### src/rtl/debug_dump_tx.sv
// Streams a debug snapshot (PC, cycle count, register file, data memory) out
// through a byte-wide UART transmitter, most significant byte of each word first.
module debug_dump_tx #(
  parameter int BITS_SIZE     = 32,
  parameter int SIZE_TRAMA    = 8,
  parameter int NUM_REGS      = 32,
  parameter int NUM_MEM_WORDS = 32,
  parameter int MEM_ADDR_BITS = $clog2(NUM_MEM_WORDS),
  parameter int REG_ADDR_BITS = $clog2(NUM_REGS)
) (
  input  logic                     i_clk,
  input  logic                     i_reset,
  input  logic                     i_start,
  input  logic [BITS_SIZE-1:0]     i_pc,
  input  logic [BITS_SIZE-1:0]     i_clk_count,
  input  logic [BITS_SIZE-1:0]     i_reg_data,
  input  logic [BITS_SIZE-1:0]     i_mem_data,
  input  logic                     i_uart_tx_done,
  output logic [REG_ADDR_BITS-1:0] o_select_reg_dir,
  output logic [MEM_ADDR_BITS-1:0] o_select_mem_dir,
  output logic                     o_uart_tx_start,
  output logic [SIZE_TRAMA-1:0]    o_uart_tx_data,
  output logic                     o_busy,
  output logic                     o_done
);

  localparam int TOTAL_WORDS = NUM_REGS + NUM_MEM_WORDS + 2;
  localparam int WIDX        = $clog2(TOTAL_WORDS);
  localparam int BYTES       = BITS_SIZE / SIZE_TRAMA;
  localparam int BIDX        = (BYTES > 1) ? $clog2(BYTES) : 1;

  localparam logic [WIDX-1:0] FIRST_REG = WIDX'(2);
  localparam logic [WIDX-1:0] FIRST_MEM = WIDX'(NUM_REGS + 2);
  localparam logic [WIDX-1:0] LAST_WORD = WIDX'(TOTAL_WORDS - 1);
  localparam logic [BIDX-1:0] LAST_BYTE = BIDX'(BYTES - 1);

  typedef enum logic [2:0] {IDLE, SELECT, LATCH, SEND, WAIT, DONE} state_e;

  state_e                   state_q, state_d;
  logic [WIDX-1:0]          word_idx_q, word_idx_d;
  logic [BIDX-1:0]          byte_idx_q, byte_idx_d;
  logic [BITS_SIZE-1:0]     pc_snap_q, pc_snap_d;
  logic [BITS_SIZE-1:0]     cnt_snap_q, cnt_snap_d;
  logic [BITS_SIZE-1:0]     shift_q, shift_d;
  logic [SIZE_TRAMA-1:0]    tx_data_q, tx_data_d;
  logic [REG_ADDR_BITS-1:0] sel_reg_q, sel_reg_d;
  logic [MEM_ADDR_BITS-1:0] sel_mem_q, sel_mem_d;
  logic [BITS_SIZE-1:0]     word_mux;

  always_ff @(posedge i_clk) begin
    if (i_reset) begin
      state_q    <= IDLE;
      word_idx_q <= '0;
      byte_idx_q <= '0;
      pc_snap_q  <= '0;
      cnt_snap_q <= '0;
      shift_q    <= '0;
      tx_data_q  <= '0;
      sel_reg_q  <= '0;
      sel_mem_q  <= '0;
    end else begin
      state_q    <= state_d;
      word_idx_q <= word_idx_d;
      byte_idx_q <= byte_idx_d;
      pc_snap_q  <= pc_snap_d;
      cnt_snap_q <= cnt_snap_d;
      shift_q    <= shift_d;
      tx_data_q  <= tx_data_d;
      sel_reg_q  <= sel_reg_d;
      sel_mem_q  <= sel_mem_d;
    end
  end

  always_comb begin
    word_mux = i_mem_data;
    if (word_idx_q == '0)            word_mux = pc_snap_q;
    else if (word_idx_q == WIDX'(1)) word_mux = cnt_snap_q;
    else if (word_idx_q < FIRST_MEM) word_mux = i_reg_data;
  end

  always_comb begin
    state_d    = state_q;
    word_idx_d = word_idx_q;
    byte_idx_d = byte_idx_q;
    pc_snap_d  = pc_snap_q;
    cnt_snap_d = cnt_snap_q;
    shift_d    = shift_q;
    tx_data_d  = tx_data_q;
    sel_reg_d  = sel_reg_q;
    sel_mem_d  = sel_mem_q;

    case (state_q)
      IDLE: begin
        if (i_start) begin
          pc_snap_d  = i_pc;
          cnt_snap_d = i_clk_count;
          word_idx_d = '0;
          byte_idx_d = '0;
          state_d    = SELECT;
        end
      end
      SELECT: state_d = LATCH;
      LATCH: begin
        // The outgoing byte is registered here so it stays put until the next SEND.
        tx_data_d  = word_mux[BITS_SIZE-1 -: SIZE_TRAMA];
        shift_d    = word_mux << SIZE_TRAMA;
        byte_idx_d = '0;
        state_d    = SEND;
      end
      SEND: state_d = WAIT;
      WAIT: begin
        if (i_uart_tx_done) begin
          if (byte_idx_q != LAST_BYTE) begin
            byte_idx_d = byte_idx_q + BIDX'(1);
            tx_data_d  = shift_q[BITS_SIZE-1 -: SIZE_TRAMA];
            shift_d    = shift_q << SIZE_TRAMA;
            state_d    = SEND;
          end else if (word_idx_q != LAST_WORD) begin
            word_idx_d = word_idx_q + WIDX'(1);
            state_d    = SELECT;
          end else begin
            state_d = DONE;
          end
        end
      end
      DONE:    state_d = IDLE;
      default: state_d = IDLE;
    endcase

    // Selects are registered on entry to SELECT so the storage sees them for a full cycle.
    if (state_d == SELECT) begin
      if (word_idx_d >= FIRST_REG && word_idx_d < FIRST_MEM) begin
        sel_reg_d = REG_ADDR_BITS'(word_idx_d - FIRST_REG);
      end else if (word_idx_d >= FIRST_MEM) begin
        sel_mem_d = MEM_ADDR_BITS'(word_idx_d - FIRST_MEM);
      end
    end
  end

  assign o_select_reg_dir = sel_reg_q;
  assign o_select_mem_dir = sel_mem_q;
  assign o_uart_tx_start  = (state_q == SEND);
  assign o_uart_tx_data   = tx_data_q;
  assign o_busy           = (state_q != IDLE);
  assign o_done           = (state_q == DONE);

endmodule

### config.mk
export PLATFORM = sky130hd
export DESIGN_NAME = debug_dump_tx
export DESIGN_NICKNAME = d
export VERILOG_FILES = /design/src/rtl/debug_dump_tx.sv
export SDC_FILE = /design/constraint.sdc
export NUM_CORES = 1
export LEC_CHECK = 0
export BUFFER_PORTS_ARGS = -buffer_cell sky130_fd_sc_hd__buf_2
export CORE_ASPECT_RATIO = 1.2
export CORE_MARGIN = 2
export CORE_UTILIZATION = 40
export DETAILED_ROUTE_END_ITERATION = 16
export PLACE_DENSITY = 0.62
export SLEW_MARGIN = 20
export SYNTH_ARGS = -nofsm -noshare
export SYNTH_HDL_FRONTEND = slang
export SYNTH_SLANG_ARGS = --single-unit
### constraint.sdc
create_clock -name i_clk -period 6.1 [get_ports i_clk]
set_clock_uncertainty 0.2 [all_clocks]
set_input_delay 0.915 -clock i_clk [delete_from_list [all_inputs] [get_ports i_clk]]
set_output_delay 0.915 -clock i_clk [all_outputs]
set_load 0.05 [all_outputs]
# After elaboration in Yosys (flattened, before gate mapping)
# Index checks and enable logic that the tools add are counted.
[op_classes]
n_mux = 23
n_eq_ne = 12
n_addsub = 4
order_cmp = 4
n_reduce_logical = 11
bitwise = 1
[ops]
columns = ["op", "n"]
rows = [
  ["2-to-1 mux 32 bit", 5],
  ["case mux 32 bit (2 select lines)", 1],
  ["2-to-1 mux 7 bit", 4],
  ["2-to-1 mux 8 bit", 2],
  ["case mux 8 bit (2 select lines)", 1],
  ["case mux 3 bit (5 select lines)", 1],
  ["< comparator 7 x 6 -> 1 bit, second input constant", 2],
  ["case mux 7 bit (2 select lines)", 1],
  ["2-to-1 mux 3 bit", 4],
  ["subtractor 5 x 2 -> 5 bit, second input constant", 2],
  ["!= test 2 bit, second input constant", 4],
  ["adder 7 x 1 -> 7 bit, second input constant", 1],
  ["== test 7 x 1 -> 1 bit, second input constant", 1],
  ["greater-or-equal comparator 7 x 2 -> 1 bit, second input constant", 1],
  ["greater-or-equal comparator 7 x 6 -> 1 bit, second input constant", 1],
  ["logical NOT 7 bit", 1],
  ["!= test 7 bit, second input constant", 1],
  ["== test 3 x 1 -> 1 bit, second input constant", 2],
  ["== test 3 x 2 -> 1 bit, second input constant", 2],
  ["== test 3 bit, second input constant", 2],
  ["2-to-1 mux 2 bit", 3],
  ["case mux 2 bit (3 select lines)", 1],
  ["AND reduction 3 bit", 2],
  ["nonzero test 3 bit", 2],
  ["other kinds (7)", 8],
]
[word_totals]
reg_bits = 126
out_inout_bits = 21
input_bits = 132

# Logic depth before layout (Yosys ltp)
# Gate-level depths: netlist of the first run.
[logic_depth]
depth_word = 9
mapped_depth = 13

# Worst setup path after synthesis of the first run
# Ideal clock, no wire load.
[synth_path]
path_type = "in2reg"
start = "input port i_uart_tx_done"
end = "register sel_reg_q[2], in the netlist o_select_reg_dir[2]"
cell_stages = 10
setup_ns = 0.121
required_ns = 5.779
path_slack_ns = 2.600
arrival_ns = 3.178
cell_sequence = "and4bb_2 a221oi_1 o32ai_1 inv_1 ha_1 or3b_1 a221oi_4 o211ai_2 a21oi_4 mux2_4"
[synth_via]
elab_chain_cells = 5
elab_cells_between_ends = 10
classes_between = "add/sub: 1; order compare: 2; eq/ne: 1; mux: 4; reduce/logical: 2"
[synth_rtl]
columns = ["element", "line_no", "source"]
rows = [
  ["start, declared", "18", "input logic i_uart_tx_done,"],
  ["2-to-1 mux 7 bit", "112", "if (i_uart_tx_done) begin"],
  ["case mux 7 bit (2 select lines)", "92", "case (state_q)"],
  ["greater-or-equal comparator 7 x 2 -> 1 bit / < comparator 7 x 6 -> 1 bit (equally long branches)", "132", "if (word_idx_d >= FIRST_REG && word_idx_d < FIRST_MEM) begin"],
  ["logical AND 1 bit", "132", ""],
  ["AND reduction 2 bit (no source line)", "--", ""],
  ["end signal, assigned", "69", "sel_reg_q <= sel_reg_d;"],
  ["end, declared", "46", "logic [REG_ADDR_BITS-1:0] sel_reg_q, sel_reg_d;"],
]
# Several ways; a longest one is shown, not always the timed one.
# A chain may end at the register's enable or synchronous reset.

# Final worst setup path of the first run
[layout_path]
start = "register state_q[0]"
end = "register sel_reg_q[2], in the netlist o_select_reg_dir[2]"
[layout_via]
elab_chain_cells = 5
elab_cells_between_ends = 15
classes_between = "add/sub: 1; order compare: 2; eq/ne: 5; mux: 4; reduce/logical: 3"
[layout_rtl]
columns = ["element", "line_no", "source"]
rows = [
  ["start, declared", "39", "state_e state_q, state_d;"],
  ["start signal, assigned", "62", "state_q <= state_d;"],
  ["== test 3 bit / logical NOT 3 bit (equally long branches)", "92", ""],
  ["case mux 7 bit (2 select lines) *", "92", ""],
  ["net word_idx_d[1]", "40", "logic [WIDX-1:0] word_idx_q, word_idx_d;"],
  ["greater-or-equal comparator 7 x 2 -> 1 bit / < comparator 7 x 6 -> 1 bit (equally long branches)", "132", ""],
  ["logical AND 1 bit", "132", ""],
  ["AND reduction 2 bit (no source line)", "--", ""],
]
# Mark *: on every way through the listed nets, which the timed path passes. The rest lies on a longest branch.

==> results.json, run 1 <==
{
  "switching_power_uw": 578,
  "crit_path_start_kind": "register",
  "hp-class": "register to register",
  "antenna_found_initial": 0,
  "layout_common_cells": "nand2_1 (152), buf_2 (151), dfxtp_1 (118), a21oi_1 (105), nor2_1 (62)",
  "report.final.slew_viol_count": 0,
  "synth_area_leader_cell": "dfxtp_1",
  "grt_pass1_vias": 5275,
  "core-area_um2": 14200,
  "relSlewSlack": 0.359,
  "ff_latch_area_um2": 2360,
  "num_rows": 48,
  "cts_resized": 0,
  "syn_nets": 857,
  "postLayoutCoreUtil": 0.509,
  "critPathArrivalTime_ps": 3770,
  "hold_violations": 0,
  "critical_path_class": "register to register",
  "nets": 979,
  "combPwrFrac": 0.132,
  "grt_pass1_wl_um": 26400,
  "cts_root_buf": "clkbuf_16",
  "post-route-min-period_ps": 3670,
  "cts.sinks": 118,
  "status": "finished clean",
  "ir_drop_mv": 0.153,
  "regToRegSetupSlack_ps": 2430,
  "rr_worst_depth": 11,
  "viasPerCell": 5.36,
  "synth_area_per_cell_um2": 8.00,
  "grt_util_all_layers": 0.220,
  "clk_pin_slew_worst_paths_ps": 60,
  "multiInputGateArea_um2": 3180,
  "synth.distinct_cells": 58,
  "setup_viol": 0,
  "period_share": 0.601,
  "insertion_delay_ps": 420,
  "synth-seq-cells": 118,
  "min_to": "pc_snap_q[12]$_SDFFE_PP0P_",
  "rsz0062_at_grt": "false",
  "crit_required_ps": 6200,
  "fill_cells": 1411,
  "drtPass1Iterations": 7,
  "async_flop_share": 0,
  "yosysTopAreaCellShare": 0.410,
  "cts_tree": "yes",
  "worstReg2RegStart": "state_q[0]$_SDFF_PP0_",
  "p_leak_uw": 0.00329,
  "synthTopCellsByArea": "dfxtp_1 (41%), nand2_1 (9.9%), a21oi_1 (9.3%)",
  "die-area_um2": 15400,
  "swShare": 0.258,
  "antenna_cells": 0,
  "ant_nets": 0,
  "drtIter0Drc": 348,
  "r2r-end": "o_select_reg_dir[2]$_SDFFE_PP0P_",
  "worstHoldStart": "pc_snap_q[12]$_SDFFE_PP0P_",
  "vias": 5520,
  "maxCapViolCount": 0,
  "cp_slowest_cell": "dfxtp_1",
  "num_io_pins": 153,
  "cellPowerDensity_nw_per_um2": 309,
  "finalWeightedCongestion": 0.888,
  "dp_hpwl_um": 11300,
  "htree_levels": 4,
  "fp.dieW_um": 114,
  "worst_setup_path_end_kind": "register",
  "slowest_delay_ps": 460,
  "total_power_uw": 2240,
  "die_h_um": 135,
  "io_buffer_count": 152,
  "p_seq_frac": 0.380,
  "cts_buffer_depth": 2,
  "synth_area_um2": 5760,
  "wl_um": 16600,
  "fmax_mhz": 273,
  "synth-edff-count": 0,
  "cts-buffers-inserted": 17,
  "grt_overflow": 0,
  "layout-drive-gt1-share": 0.258,
  "hold_depth": 2,
  "synth-main-ff-cell": "dfxtp_1",
  "cts-hold-fix-buffers": 0,
  "worst_pin_slew_ps": 962,
  "yosysSeqAreaShare": 0.410,
  "clkPwrFrac": 0.488,
  "routedWlPerCell_um": 16.1,
  "setup_tns_ps": 0,
  "yosys_warnings": 0,
  "postCtsSetupBuffers": 0,
  "syn_to_final_growth_pct": 25.9,
  "start_util": 0.405,
  "mostFrequentLayoutCell": "nand2_1",
  "crit_fanout": 15,
  "syn_inst": 720,
  "intPower_uw": 1660,
  "grt_max_degree": 65,
  "drt_drc_violations_left": 0,
  "crit_chain": "or2_2 -> nor2_1 -> a41o_1 -> o21ai_2 -> inv_1 -> ha_1 -> or3b_1 -> a221oi_4 -> o211ai_2 -> a21oi_4 -> mux2_4"
}
-- critical path: cells and delay by family (launching register included) --
| family | cells | cell delay (ps) |
|---|---|---|
| adders and majority gates | 1 | 220 |
| DFF | 1 | 460 |
| and+or+nand+nor | 3 | 1000 |
| AOI/OAI and AO/OA | 5 | 1250 |
| buffers and inverters | 1 | 110 |
| muxes | 1 | 310 |
-- metal layers --
metal | wire, um | share of wire | track usage
met4 | 238 | 0.014 | 0.0779
met5 | 0 | 0 | 0
met2 | 8090 | 0.49 | 0.367
met3 | 848 | 0.051 | 0.0515
met1 | 7430 | 0.45 | 0.280
-- logic make-up (layout without fill, tap and decap cells) --
group,Yosys count,after routing,synth area share
flops,118,118,0.410
mux,41,41,0.0724
buf+inv,63,198,0.0448
fa+ha+maj,5,5,0.0109
xor+xnor,2,2,0.00304
simple gates,299,299,0.238
compound gates,192,192,0.220
-- power by group through the flow --
stage | Combinational (uW) | Sequential, uW | Clock, uW
after global routing | 326 | 859 | 1150
final | 295 | 852 | 1090
after detailed placement | 296 | 868 | 0
after CTS | 297 | 852 | 1110
after global placement | 294 | 867 | 0
after floorplan | 180 | 878 | 0
-- stage by stage --
stage          hold WS (ps)  instances  setup WS (ps)  instance area (um^2)
4_1_cts                 251       1030           2430                  7240
3_5_place_dp            243        998           2240                  6600
5_1_grt                 263       1030           2230                  7250
2_1_floorplan           232        720           2600                  5760
6_report                249       1030           2430                  7250
3_3_place_gp            239        998           2230                  6600
-- sequential cells by signal, summed over array words and instances, names as in the netlist --
| register | cells |
|---|---|
| pc_snap_q | 32 |
| o_select_mem_dir | 5 |
| state_q | 3 |
| cnt_snap_q | 32 |
| o_select_reg_dir | 5 |
| o_uart_tx_data | 8 |
| byte_idx_q | 2 |
| shift_q | 24 |
| word_idx_q | 7 |
-- area by class of cell --
cell class | count | share of cell area
Multi-Input combinational cell | 539 | 0.439
Sequential cell | 118 | 0.326
Tap cell | 175 | 0.0302
Inverter | 7 | 0.00363
Timing Repair Buffer | 159 | 0.113
Clock inverter | 14 | 0.0285
Clock buffer | 18 | 0.0606
-- worst max path at each step --
stage | start | endpoint | slack [ps] | cells after the start
2_1_floorplan | i_uart_tx_done | o_select_reg_dir[2]$_SDFFE_PP0P_ | 2600 | 10
3_3_place_gp | i_uart_tx_done | o_select_reg_dir[2]$_SDFFE_PP0P_ | 2230 | 11
3_5_place_dp | i_uart_tx_done | o_select_reg_dir[2]$_SDFFE_PP0P_ | 2240 | 11
4_1_cts | state_q[0]$_SDFF_PP0_ | o_select_reg_dir[2]$_SDFFE_PP0P_ | 2430 | 11
5_1_grt | word_idx_q[1]$_SDFF_PP0_ | o_select_reg_dir[2]$_SDFFE_PP0P_ | 2230 | 13
6_report | state_q[0]$_SDFF_PP0_ | o_select_reg_dir[2]$_SDFFE_PP0P_ | 2430 | 11
-- cell usage after synthesis (all sizes together) (5+ instances only) --
library cell / instances
nand2: 152
dfxtp: 118
a21oi: 109
nor2: 64
clkbuf: 45
mux2i: 39
nand2b: 26
and3: 25
a221oi: 17
o22ai: 15
a311oi: 11
buf: 11
o211ai: 10
a222oi: 8
inv: 7
o21ai: 7
nand3: 6
ha: 5
or2: 5
(Power assumes the default switching activity.)
==> run 2: changes to the inputs <==
Clock period 6.1 ns to 3.6 ns, I/O delays scaled along.
==> results.json, run 2 (same netlist as run 1, synthesis figures left out) <==
{
  "start_util": 0.405,
  "cts_buffer_depth": 2,
  "num_io_pins": 153,
  "dp_hpwl_um": 11600,
  "crit_required_ps": 3690,
  "reg_top3": "cnt_snap_q x32, pc_snap_q x32, shift_q x24",
  "cts_tree": "yes",
  "die_h_um": 135,
  "final_area_um2": 7320,
  "place_inst": 1016,
  "p_leak_uw": 0.00335,
  "syn_to_final_growth_pct": 27.1,
  "rsz0062_at_grt": "false",
  "layout-drive-gt1-share": 0.273,
  "worst_setup_path_end_kind": "register",
  "drtIter0Drc": 361,
  "ant_nets": 0,
  "fp.dieW_um": 114,
  "final_cells": 1049,
  "grt_max_degree": 65,
  "setup_viol": 0,
  "worstHoldStart": "i_pc[21]",
  "clk_pin_slew_worst_paths_ps": 60,
  "cts-buffers-inserted": 17,
  "finalWeightedCongestion": 0.898,
  "grt_pass1_wl_um": 26900,
  "die-area_um2": 15400,
  "antenna_cells": 0,
  "nets": 998,
  "report.final.slew_viol_count": 0,
  "cts_root_buf": "clkbuf_16",
  "insertion_delay_ps": 410,
  "grt_pass1_vias": 5482,
  "hp-class": "input pin to register",
  "fill_cells": 1436,
  "cts.sinks": 118,
  "critical_path_class": "register to register",
  "htree_levels": 4,
  "wl_um": 16600,
  "status": "finished clean",
  "grt_overflow": 0,
  "dpl_worst_slack_ps": 114,
  "drtPass1Iterations": 5,
  "ir_drop_mv": 0.228,
  "core-area_um2": 14200,
  "rr_worst_depth": 13,
  "antenna_found_initial": 0,
  "fin_ws_ps": 198,
  "hold_violations": 0,
  "grt_util_all_layers": 0.221,
  "drt_drc_violations_left": 0,
  "viasPerCell": 5.31,
  "crit_path_start": "word_idx_q[1]$_SDFF_PP0_",
  "fmax_mhz": 294,
  "r2r-end": "o_select_reg_dir[2]$_SDFFE_PP0P_",
  "crit_fanout": 4,
  "period_share": 0.945,
  "dpl_cell_area_um2": 6730,
  "cellPowerDensity_nw_per_um2": 490,
  "crit_path_start_kind": "register",
  "post-route-min-period_ps": 3400,
  "io_buffer_count": 152,
  "worst_pin_slew_ps": 908,
  "critPathArrivalTime_ps": 3490,
  "relSlewSlack": 0.390,
  "layout_common_cells": "nand2_1 (152), buf_2 (151), dfxtp_1 (118), a21oi_1 (105), nor2_1 (62)",
  "min_to": "pc_snap_q[21]$_SDFFE_PP0P_",
  "vias": 5572,
  "maxCapViolCount": 0,
  "num_rows": 48,
  "cts-hold-fix-buffers": 0,
  "hold_depth": 3,
  "routedWlPerCell_um": 15.8,
  "mostFrequentLayoutCell": "nand2_1",
  "setup_tns_ps": 0,
  "worstReg2RegStart": "word_idx_q[1]$_SDFF_PP0_",
  "regToRegSetupSlack_ps": 200
}
## run 2: through the flow
stage / power, uW / util / hold slack [ps]
finish: 3580 / 0.514 / 169
global route: 3740 / 0.514 / 152
CTS: 3610 / 0.513 / 156
detailed placement: 1980 / 0.473 / 242
global placement: 1980 / 0.473 / 239
floorplan: 1790 / - / 232
## run 2: area by class of cell
cell class,count,area (um^2),share of cell area
flip-flops and latches,118,2360,0.323
clock buffers,19,443,0.0605
inverters,7,26.3,0.00359
well taps,175,219,0.0299
multi-input cells,539,3170,0.434
repair buffers,178,958,0.131
clock inverters,13,133,0.0181
## run 2: worst max-delay path by stage
stage,end,cells after the start
after global routing,o_select_reg_dir[2]$_SDFFE_PP0P_,13
final,o_select_reg_dir[2]$_SDFFE_PP0P_,13
after detailed placement,o_select_reg_dir[2]$_SDFFE_PP0P_,11
after floorplan,o_select_reg_dir[2]$_SDFFE_PP0P_,13
after global placement,o_select_reg_dir[2]$_SDFFE_PP0P_,11
after CTS,o_select_reg_dir[2]$_SDFFE_PP0P_,13
## run 2: worst max-delay path: stages, from the launching register on
cell      delay (ps)
dfxtp_1          370
inv_1            100
ha_1             220
and4bb_1         230
nand2_1          120
a41o_1           220
o21ai_2           70
inv_1            100
ha_1             220
or3b_1           410
a221oi_4         320
o211ai_2         160
a21oi_4          230
mux2_4           310
## run 2: timing repair
action	4_1_cts	5_1_grt
setup buffers	0	1
setup endpoints to repair	0	1
gates resized for setup	0	0
## run 2: layer usage
layer  wire length (um)  up-vias  global-route usage  part of all wire
li1                   -     2825                   -                 -
met1               7380     2597               0.279              0.45
met2               8260      135               0.376              0.50
met3                722       15              0.0519             0.044
met4                201        0              0.0637             0.012
met5                  0        -                   0                 0
## run 2: power breakdown
part	internal, uW	leakage (uW)	total, uW	switching [uW]
clock	1030	0.000275	1630	601
sequential	1390	0.000962	1440	44.6
combinational	196	0.00211	517	321
==> run 3: changes to the inputs <==
Settings changed: CAP_MARGIN from default to 0, CORE_ASPECT_RATIO 1.2 to default, SKIP_CTS_REPAIR_TIMING from default to 1.
==> results.json, run 3 (same netlist as run 1, synthesis figures left out) <==
{
  "die-area_um2": 15400,
  "crit_path_frequent_cell": "inv_1",
  "htree_levels": 4,
  "grt_max_degree": 77,
  "grt_pass1_wl_um": 26600,
  "num_rows": 43,
  "io_buffer_count": 152,
  "total_power_uw": 3540,
  "drt_drc_violations_left": 0,
  "start_util": 0.412,
  "worstHoldStart": "i_clk_count[21]",
  "grt_util_all_layers": 0.224,
  "worst_setup_path_end_kind": "register",
  "num_io_pins": 153,
  "drtPass1Iterations": 8,
  "cts_root_buf": "clkbuf_16",
  "crit_required_ps": 3700,
  "nets": 989,
  "wl_um": 16800,
  "crit_chain": "inv_1 -> ha_1 -> and4bb_1 -> nand2_1 -> a41o_1 -> o21ai_2 -> inv_1 -> ha_2 -> or3b_1 -> a221oi_4 -> o211ai_2 -> a21oi_4 -> mux2_4",
  "crit_path_start_kind": "register",
  "mostFrequentLayoutCell": "nand2_1",
  "cts-buffers-inserted": 17,
  "hold_violations": 0,
  "final_area_um2": 7240,
  "worst_pin_slew_ps": 890,
  "cts_buffer_depth": 2,
  "hp-class": "input pin to register",
  "reg_top3": "cnt_snap_q x32, pc_snap_q x32, shift_q x24",
  "fmax_mhz": 294,
  "finalWeightedCongestion": 0.875,
  "ir_drop_mv": 0.288,
  "setup_tns_ps": 0,
  "layout_common_cells": "nand2_1 (152), buf_2 (151), dfxtp_1 (118), a21oi_1 (105), nor2_1 (62)",
  "clk_pin_slew_worst_paths_ps": 50,
  "critPathArrivalTime_ps": 3510,
  "status": "finished clean",
  "maxCapViolCount": 0,
  "setup_viol": 0,
  "insertion_delay_ps": 410,
  "viasPerCell": 5.39,
  "dpl_cell_area_um2": 6670,
  "cp_slowest_cell": "or3b_1",
  "relSlewSlack": 0.407,
  "ant_nets": 0,
  "drtIter0Drc": 527,
  "worstReg2RegStart": "word_idx_q[1]$_SDFF_PP0_",
  "slowest_delay_ps": 400,
  "post-route-min-period_ps": 3400,
  "fp.dieW_um": 124,
  "dp_hpwl_um": 11500,
  "syn_to_final_growth_pct": 25.8,
  "routedWlPerCell_um": 16.0,
  "fill_cells": 1369,
  "cts_tree": "yes",
  "rsz0062_at_grt": "false",
  "vias": 5632,
  "fin_hold_ws_ps": 164,
  "report.final.slew_viol_count": 0,
  "die_h_um": 124,
  "period_share": 0.946,
  "grt_overflow": 0,
  "grt_pass1_vias": 5467,
  "p_leak_uw": 0.00331,
  "crit_path_start": "word_idx_q[1]$_SDFF_PP0_",
  "antenna_cells": 0,
  "crit_fanout": 4,
  "cellPowerDensity_nw_per_um2": 489,
  "core-area_um2": 14000,
  "antenna_found_initial": 0,
  "layout-drive-gt1-share": 0.267,
  "critical_path_class": "register to register",
  "cts.sinks": 118
}
[run 3: cell count changes in the layout (fill, tap and decap cells not counted), sizes merged]
cell	before	now
buf	178	169
clkbuf	19	22
clkinvlp	4	1
bufinv	2	1
clkinv	7	8
[run 3: where the power goes]
group | internal, uW | switching [uW] | total, uW
logic | 192 | 320 | 511
clock network | 1010 | 579 | 1590
registers | 1390 | 49.4 | 1440
total | 2590 | 948 | 3540
[run 3: final cells by class]
class,instances,area (um^2),share of cell area
Tap cell,180,225,0.0311
Sequential cell,118,2360,0.326
Clock buffer,22,484,0.0669
Clock inverter,10,77.6,0.0107
Multi-Input combinational cell,539,3180,0.439
Inverter,7,26.3,0.00363
Timing Repair Buffer,169,891,0.123
[run 3: metrics by stage]
| stage | util | setup WS (ps) | cells |
|---|---|---|---|
| 2_1_floorplan | - | 310 | 720 |
| 3_3_place_gp | 0.477 | 133 | 1012 |
| 3_5_place_dp | 0.477 | 119 | 1012 |
| 4_1_cts | 0.517 | 161 | 1044 |
| 5_1_grt | 0.518 | 1.86 | 1045 |
| 6_report | 0.518 | 196 | 1045 |
[run 3: layer usage]
metal,wire length (um),GRT usage,vias up,part of all wire
met2,7960,0.364,164,0.48
met4,231,0.0836,0,0.014
li1,-,-,2807,-
met1,7740,0.295,2641,0.46
met3,821,0.0449,20,0.049
met5,0,0,-,0
[run 3: final timing paths]
kind / slack [ps] / cells past startpoint / end
worst min-delay path: 160 / 3 / cnt_snap_q[21]$_SDFFE_PP0P_
worst max-delay path: 200 / 13 / o_select_reg_dir[2]$_SDFFE_PP0P_
worst max register to register: 200 / 13 / o_select_reg_dir[2]$_SDFFE_PP0P_
worst min register to register: 250 / 2 / pc_snap_q[9]$_SDFFE_PP0P_
[run 3: critical path: cells and delay by family (launching register included)]
kind / cells / cell delay [ps]
AOI/OAI and AO/OA: 5 / 1010
adders and majority gates: 2 / 420
buffers and inverters: 2 / 210
DFF: 1 / 370
muxes: 1 / 320
and+or+nand+nor: 3 / 760
